===== src/rtl/m1553_receiver.sv =====
// MIL-STD-1553 Manchester-II word receiver: 3-bit sync, 16 data bits, odd parity.
// Samples each half-bit at mid-point from a timebase anchored on the first non-null level.
`default_nettype none

package lib_1553;
  typedef logic [15:0] word_t;
endpackage

module m1553_receiver #(
  parameter int CLKS_PER_HALF_BIT = 8
) (
  input  logic            i_clk,
  input  logic            i_reset_n,
  input  logic            i_rx_pos,
  input  logic            i_rx_neg,
  input  logic            i_en,
  output lib_1553::word_t o_data,
  output logic            o_cmd_sync,
  output logic            o_valid,
  output logic            o_parity_err,
  output logic            o_manch_err,
  output logic            o_busy
);

  localparam int            CW   = $clog2(CLKS_PER_HALF_BIT);
  localparam logic [CW-1:0] HALF = CW'(CLKS_PER_HALF_BIT / 2);
  localparam logic [CW-1:0] LAST = CW'(CLKS_PER_HALF_BIT - 1);
  localparam logic [CW-1:0] ONE  = CW'(1);

  typedef enum logic [1:0] {IDLE, RECV, CHAIN} state_t;

  state_t          state_q, state_d;
  logic            pos_meta_q, pos_sync_q, neg_meta_q, neg_sync_q;
  logic [CW-1:0]   cnt_q, cnt_d;
  logic [5:0]      k_q, k_d;
  logic            first_q, first_d;
  logic            half_q, half_d;
  logic [15:0]     shift_q, shift_d;
  lib_1553::word_t data_q, data_d;
  logic            cmd_q, cmd_d;
  logic            valid_q, valid_d;
  logic            perr_q, perr_d;
  logic            merr_q, merr_d;
  logic            busy_q, busy_d;

  logic lvl_h, lvl_l, lvl_ok, lvl_inv, sample, ok;

  assign lvl_h   = pos_sync_q & ~neg_sync_q;
  assign lvl_l   = ~pos_sync_q & neg_sync_q;
  assign lvl_ok  = lvl_h | lvl_l;
  assign lvl_inv = pos_sync_q & neg_sync_q;
  assign sample  = (cnt_q == HALF);

  always_comb begin
    state_d = state_q;
    cnt_d   = (cnt_q == LAST) ? '0 : cnt_q + ONE;
    k_d     = (cnt_q == LAST) ? ((k_q == 6'd39) ? 6'd0 : k_q + 6'd1) : k_q;
    first_d = first_q;
    half_d  = half_q;
    shift_d = shift_q;
    data_d  = data_q;
    cmd_d   = cmd_q;
    valid_d = 1'b0;
    perr_d  = 1'b0;
    merr_d  = 1'b0;
    ok      = 1'b1;

    case (state_q)
      IDLE: begin
        cnt_d = '0;
        k_d   = 6'd0;
        if (lvl_ok) begin
          // The leading edge cycle counts as phase 0, so the next cycle is phase 1.
          state_d = RECV;
          cnt_d   = ONE;
          first_d = lvl_h;
        end
      end
      RECV: begin
        if (sample) begin
          if (k_q < 6'd3) begin
            ok = lvl_ok && (lvl_h == first_q);
          end else if (k_q < 6'd6) begin
            ok = lvl_ok && (lvl_h != first_q);
          end else if (!k_q[0]) begin
            ok     = lvl_ok;
            half_d = lvl_h;
          end else begin
            ok      = lvl_ok && (lvl_h != half_q);
            shift_d = {shift_q[14:0], half_q};
          end

          if (!ok) begin
            merr_d  = 1'b1;
            state_d = IDLE;
          end else if (k_q == 6'd39) begin
            // half_q is the parity bit; shift_q holds the 16 data bits, MSB first.
            data_d  = shift_q;
            cmd_d   = first_q;
            valid_d = ^{shift_q, half_q};
            perr_d  = ~(^{shift_q, half_q});
            state_d = CHAIN;
          end
        end
      end
      CHAIN: begin
        // Busy is held across this window since a gapless follow-on word is only visible here.
        if (sample && (k_q == 6'd0)) begin
          if (lvl_ok) begin
            state_d = RECV;
            first_d = lvl_h;
          end else begin
            merr_d  = lvl_inv;
            state_d = IDLE;
          end
        end
      end
      default: state_d = IDLE;
    endcase

    if (!i_en) begin
      state_d = IDLE;
      data_d  = data_q;
      cmd_d   = cmd_q;
      valid_d = 1'b0;
      perr_d  = 1'b0;
      merr_d  = 1'b0;
    end

    busy_d = (state_d != IDLE);
  end

  always_ff @(posedge i_clk or negedge i_reset_n) begin
    if (!i_reset_n) begin
      state_q    <= IDLE;
      pos_meta_q <= 1'b0;
      pos_sync_q <= 1'b0;
      neg_meta_q <= 1'b0;
      neg_sync_q <= 1'b0;
      cnt_q      <= '0;
      k_q        <= 6'd0;
      first_q    <= 1'b0;
      half_q     <= 1'b0;
      shift_q    <= 16'h0000;
      data_q     <= 16'h0000;
      cmd_q      <= 1'b0;
      valid_q    <= 1'b0;
      perr_q     <= 1'b0;
      merr_q     <= 1'b0;
      busy_q     <= 1'b0;
    end else begin
      state_q    <= state_d;
      pos_meta_q <= i_rx_pos;
      pos_sync_q <= pos_meta_q;
      neg_meta_q <= i_rx_neg;
      neg_sync_q <= neg_meta_q;
      cnt_q      <= cnt_d;
      k_q        <= k_d;
      first_q    <= first_d;
      half_q     <= half_d;
      shift_q    <= shift_d;
      data_q     <= data_d;
      cmd_q      <= cmd_d;
      valid_q    <= valid_d;
      perr_q     <= perr_d;
      merr_q     <= merr_d;
      busy_q     <= busy_d;
    end
  end

  assign o_data       = data_q;
  assign o_cmd_sync   = cmd_q;
  assign o_valid      = valid_q;
  assign o_parity_err = perr_q;
  assign o_manch_err  = merr_q;
  assign o_busy       = busy_q;

endmodule

`default_nettype wire

===== config.mk =====
export PLATFORM = sky130hd
export DESIGN_NAME = m1553_receiver
export DESIGN_NICKNAME = d
export VERILOG_FILES = /design/src/rtl/m1553_receiver.sv
export SDC_FILE = /design/constraint.sdc
export NUM_CORES = 1
export LEC_CHECK = 0
export CORE_MARGIN = 5
export CORE_UTILIZATION = 56
export DETAILED_ROUTE_END_ITERATION = 12
export HOLD_SLACK_MARGIN = 0.1
export MAX_ROUTING_LAYER = met4
export PLACE_DENSITY = 0.85
export SLEW_MARGIN = 40
export SYNTH_ARGS = -nofsm -noshare
export SYNTH_HDL_FRONTEND = slang
export SYNTH_SLANG_ARGS = --single-unit

===== constraint.sdc =====
create_clock -name i_clk -period 3.75 [get_ports i_clk]
set_clock_uncertainty 0.2 [all_clocks]
set_input_delay 0.75 -clock i_clk [delete_from_list [all_inputs] [get_ports i_clk]]
set_output_delay 0.75 -clock i_clk [all_outputs]
set_load 0.01 [all_outputs]

==> flow_metrics.py <==
metrics = {
    "run_status": {
        "status": "completed",
    },
    "finish": {
        "areaGrowthSynthToFinish_pct": 16.7,
        "stdcell_area_um2": 2940,
        "nNetsFinal": 242,
        "layout.cells.non_filler": 279,
        "antenna_cells": 0,
        "layout_common_cells": "dfrtp_1, mux2_2, clkdlybuf4s50_1, xnor2_1, nor2_1",
        "layout-drive-gt1-share_pct": 23.3,
        "finalCoreUtilization_pct": 67.4,
        "final_common_cell": "dfrtp_1",
    },
    "global_routing": {
        "busiest_layer": "met2",
        "track_usage_pct": 16.0,
        "grtUsageMet2_pct": 24.9,
        "grt_pass1_vias": 1632,
        "grt_pass1_wl_um": 7530,
        "use_met1_pct": 20.6,
        "met3_usage_pct": 3.16,
        "grt_overflow": 0,
        "grt_max_degree": 33,
        "antenna_found_initial": 0,
    },
    "floorplan": {
        "rows": 24,
        "ios": 26,
        "fp.dieArea_um2": 5940,
        "start_util_pct": 57.8,
        "die_w_um": 77.0,
        "die_y_um": 77.0,
        "coreArea_um2": 4350,
    },
    "critical_path": {
        "slowest_stage": "a2111oi_1",
        "path_cells": "a2111oi_1 -> o211a_1 -> nor3_2 -> nor4_4 -> buf_4 -> mux2_2",
        "cp-start-kind": "flop",
        "r2r_end": "o_data[3]$_DFFE_PN0P_",
        "endpoint_kind": "flop",
        "crit_path_max_fanout": 17,
        "required_ns": 3.75,
        "cp.arrival_ns": 2.80,
        "critPathBufInv": 1,
        "timing.rr.start": "k_q[1]$_DFFE_PN0P_",
        "worstSetupPathType": "flop to flop",
        "cpLargestDelayFamily": "compound AO/OA/AOI/OAI gates",
        "reg2regPathDepth": 6,
        "max_stage_delay_ns": 0.78,
        "r2r_slack_ns": 0.95,
    },
    "cts": {
        "cts_resized": 0,
        "htreeDepth": 2,
        "clock-sinks": 54,
        "cts_root_buf": "clkbuf_8",
        "path_clk_slew_ns": 0.10,
        "clk_latency_ns": 0.31,
        "post_cts_hold_buffer_count": 0,
        "cts_made_buffers": 5,
        "clockBufferDepth": 2,
        "post-cts-setup-buffers": 0,
        "cts_tree": "yes",
    },
    "place": {
        "dpl_cell_area_um2": 2820,
        "routabilityCongestion": 0.843,
        "post-dp-hpwl_um": 2960,
        "dp_cells": 271,
        "io_buffers": 25,
    },
    "synthesis": {
        "yosysWarnings": 0,
        "synth-async-reset-ratio_pct": 100,
        "synth-main-ff-cell": "dfrtp_1",
        "syn_area_um2": 2520,
        "synth_cell_types": 35,
        "synth-edff-count": 0,
        "synthCells": 197,
        "syn_area_per_cell_um2": 12.8,
        "synth_seq_cells": 54,
        "syn-num-nets": 213,
        "yosysSeqAreaShare_pct": 53.7,
    },
    "routing": {
        "routedWlPerCell_um": 15.4,
        "drt_iter0_markers": 109,
        "ant_nets": 0,
        "first_pass_iters": 4,
        "drc": 0,
        "vias_per_cell": 5.67,
        "via_count": 1581,
        "totalWireLength_um": 4290,
    },
    "power_and_ir_drop": {
        "leakage_nw": 1.39,
        "irDropWorstVdd_mv": 0.245,
        "pwr_density_cell_nw_per_um2": 377,
    },
    "timing": {
        "finalSetupViolCount": 0,
        "hold_violations": 0,
        "drv_slew": 0,
        "tightest_slew_ns": 0.794,
        "rsz0062_at_grt": "false",
        "fin_crit_ns": 2.80,
        "timing.final.crit_share_pct": 74.6,
        "fin_setup_tns_ns": 0,
        "fmax_ghz": 0.357,
        "max_slew_margin_pct": 46.9,
    },
    "min_path": {
        "hold_end": "pos_sync_q$_DFF_PN0_",
        "hp-class": "flop to flop",
        "min_path_cells": 0,
        "min_from": "pos_meta_q$_DFF_PN0_",
    },
    "run": {
        "maxCapViolCount": 0,
    },
}
## metal layers
metal / routed length [um] / vias up
met3: 201 / 13
li1: - / 746
met2: 2010 / 45
met5: 0 / -
met1: 1980 / 777
met4: 96 / 0
## cell type report
| cell class | instances | area (um2) |
|---|---|---|
| clock buffer | 6 | 82.6 |
| clock inverter | 2 | 38.8 |
| fill | 317 | 1420 |
| inverter | 10 | 37.5 |
| multi-input combinational | 128 | 1100 |
| sequential | 54 | 1350 |
| tap | 52 | 65.1 |
| timing repair buffer | 27 | 260 |
## synth_stat cells, types with 4 or more instances
master / n / area (um2)
dfrtp_1: 54 / 1350
ha_1: 11 / 138
inv_1: 10 / 37.5
mux2_2: 36 / 405
nand2_1: 8 / 30.0
nand3_1: 5 / 25.0
nor2_1: 12 / 45.0
nor3_1: 4 / 20.0
xnor2_1: 14 / 123
xor2_1: 4 / 35.0
## metrics by stage
stage / power (mW) / worst slack [ns] / hold slack (ns)
after floorplan: 0.669 / 1.13 / 0.131
after global placement: 0.700 / 1.09 / 0.135
after detailed placement: 0.704 / 1.03 / 0.142
after CTS: 1.12 / 0.991 / 0.164
after global routing: 1.15 / 0.844 / 0.170
final: 1.11 / 0.952 / 0.158
## worst max path at each step
stage	start	endpoint	slack, ns	cells after the start
final	k_q[1]$_DFFE_PN0P_	o_data[3]$_DFFE_PN0P_	0.95	6
after global routing	k_q[1]$_DFFE_PN0P_	o_data[12]$_DFFE_PN0P_	0.84	6
after CTS	k_q[1]$_DFFE_PN0P_	o_data[3]$_DFFE_PN0P_	0.99	6
after detailed placement	k_q[1]$_DFFE_PN0P_	o_data[3]$_DFFE_PN0P_	1.03	6
after global placement	k_q[1]$_DFFE_PN0P_	o_cmd_sync$_DFFE_PN0P_	1.09	6
after floorplan	k_q[1]$_DFFE_PN0P_	o_data[10]$_DFFE_PN0P_	1.13	6
## logic make-up after synthesis
group / Yosys count / synth area share, %
flip-flops: 54 / 53.7
AND/OR/NAND/NOR: 42 / 9.20
multiplexers: 37 / 16.5
AO/OA/AOI/OAI: 19 / 5.42
XOR/XNOR: 19 / 7.16
buffers and inverters: 15 / 2.58
adder cells (fa/ha/maj): 11 / 5.47
## report_power, final
part / switching (mW) / internal (mW) / leakage, nW
registers: 0.0103 / 0.595 / 0.739
logic: 0.0535 / 0.0331 / 0.588
clock network: 0.195 / 0.220 / 0.0618
## worst reg2reg max path: cells and delay by family (launching register included)
kind / cells / cell delay [ns]
flops: 1 / 0.43
buf+inv: 1 / 0.29
compound gates: 2 / 1.07
simple gates: 2 / 0.32
mux: 1 / 0.38
## sequential cells by signal, indices dropped and copies added (netlist names)
name,cells
neg_meta_q,1
pos_meta_q,1
neg_sync_q,1
o_data,16
first_q,1
state_q,2
o_valid,1
o_busy,1
pos_sync_q,1
k_q,6
cnt_q,3
o_cmd_sync,1
shift_q,16
o_manch_err,1
o_parity_err,1
half_q,1
Note: power is estimated with default switching activity, not from simulation.
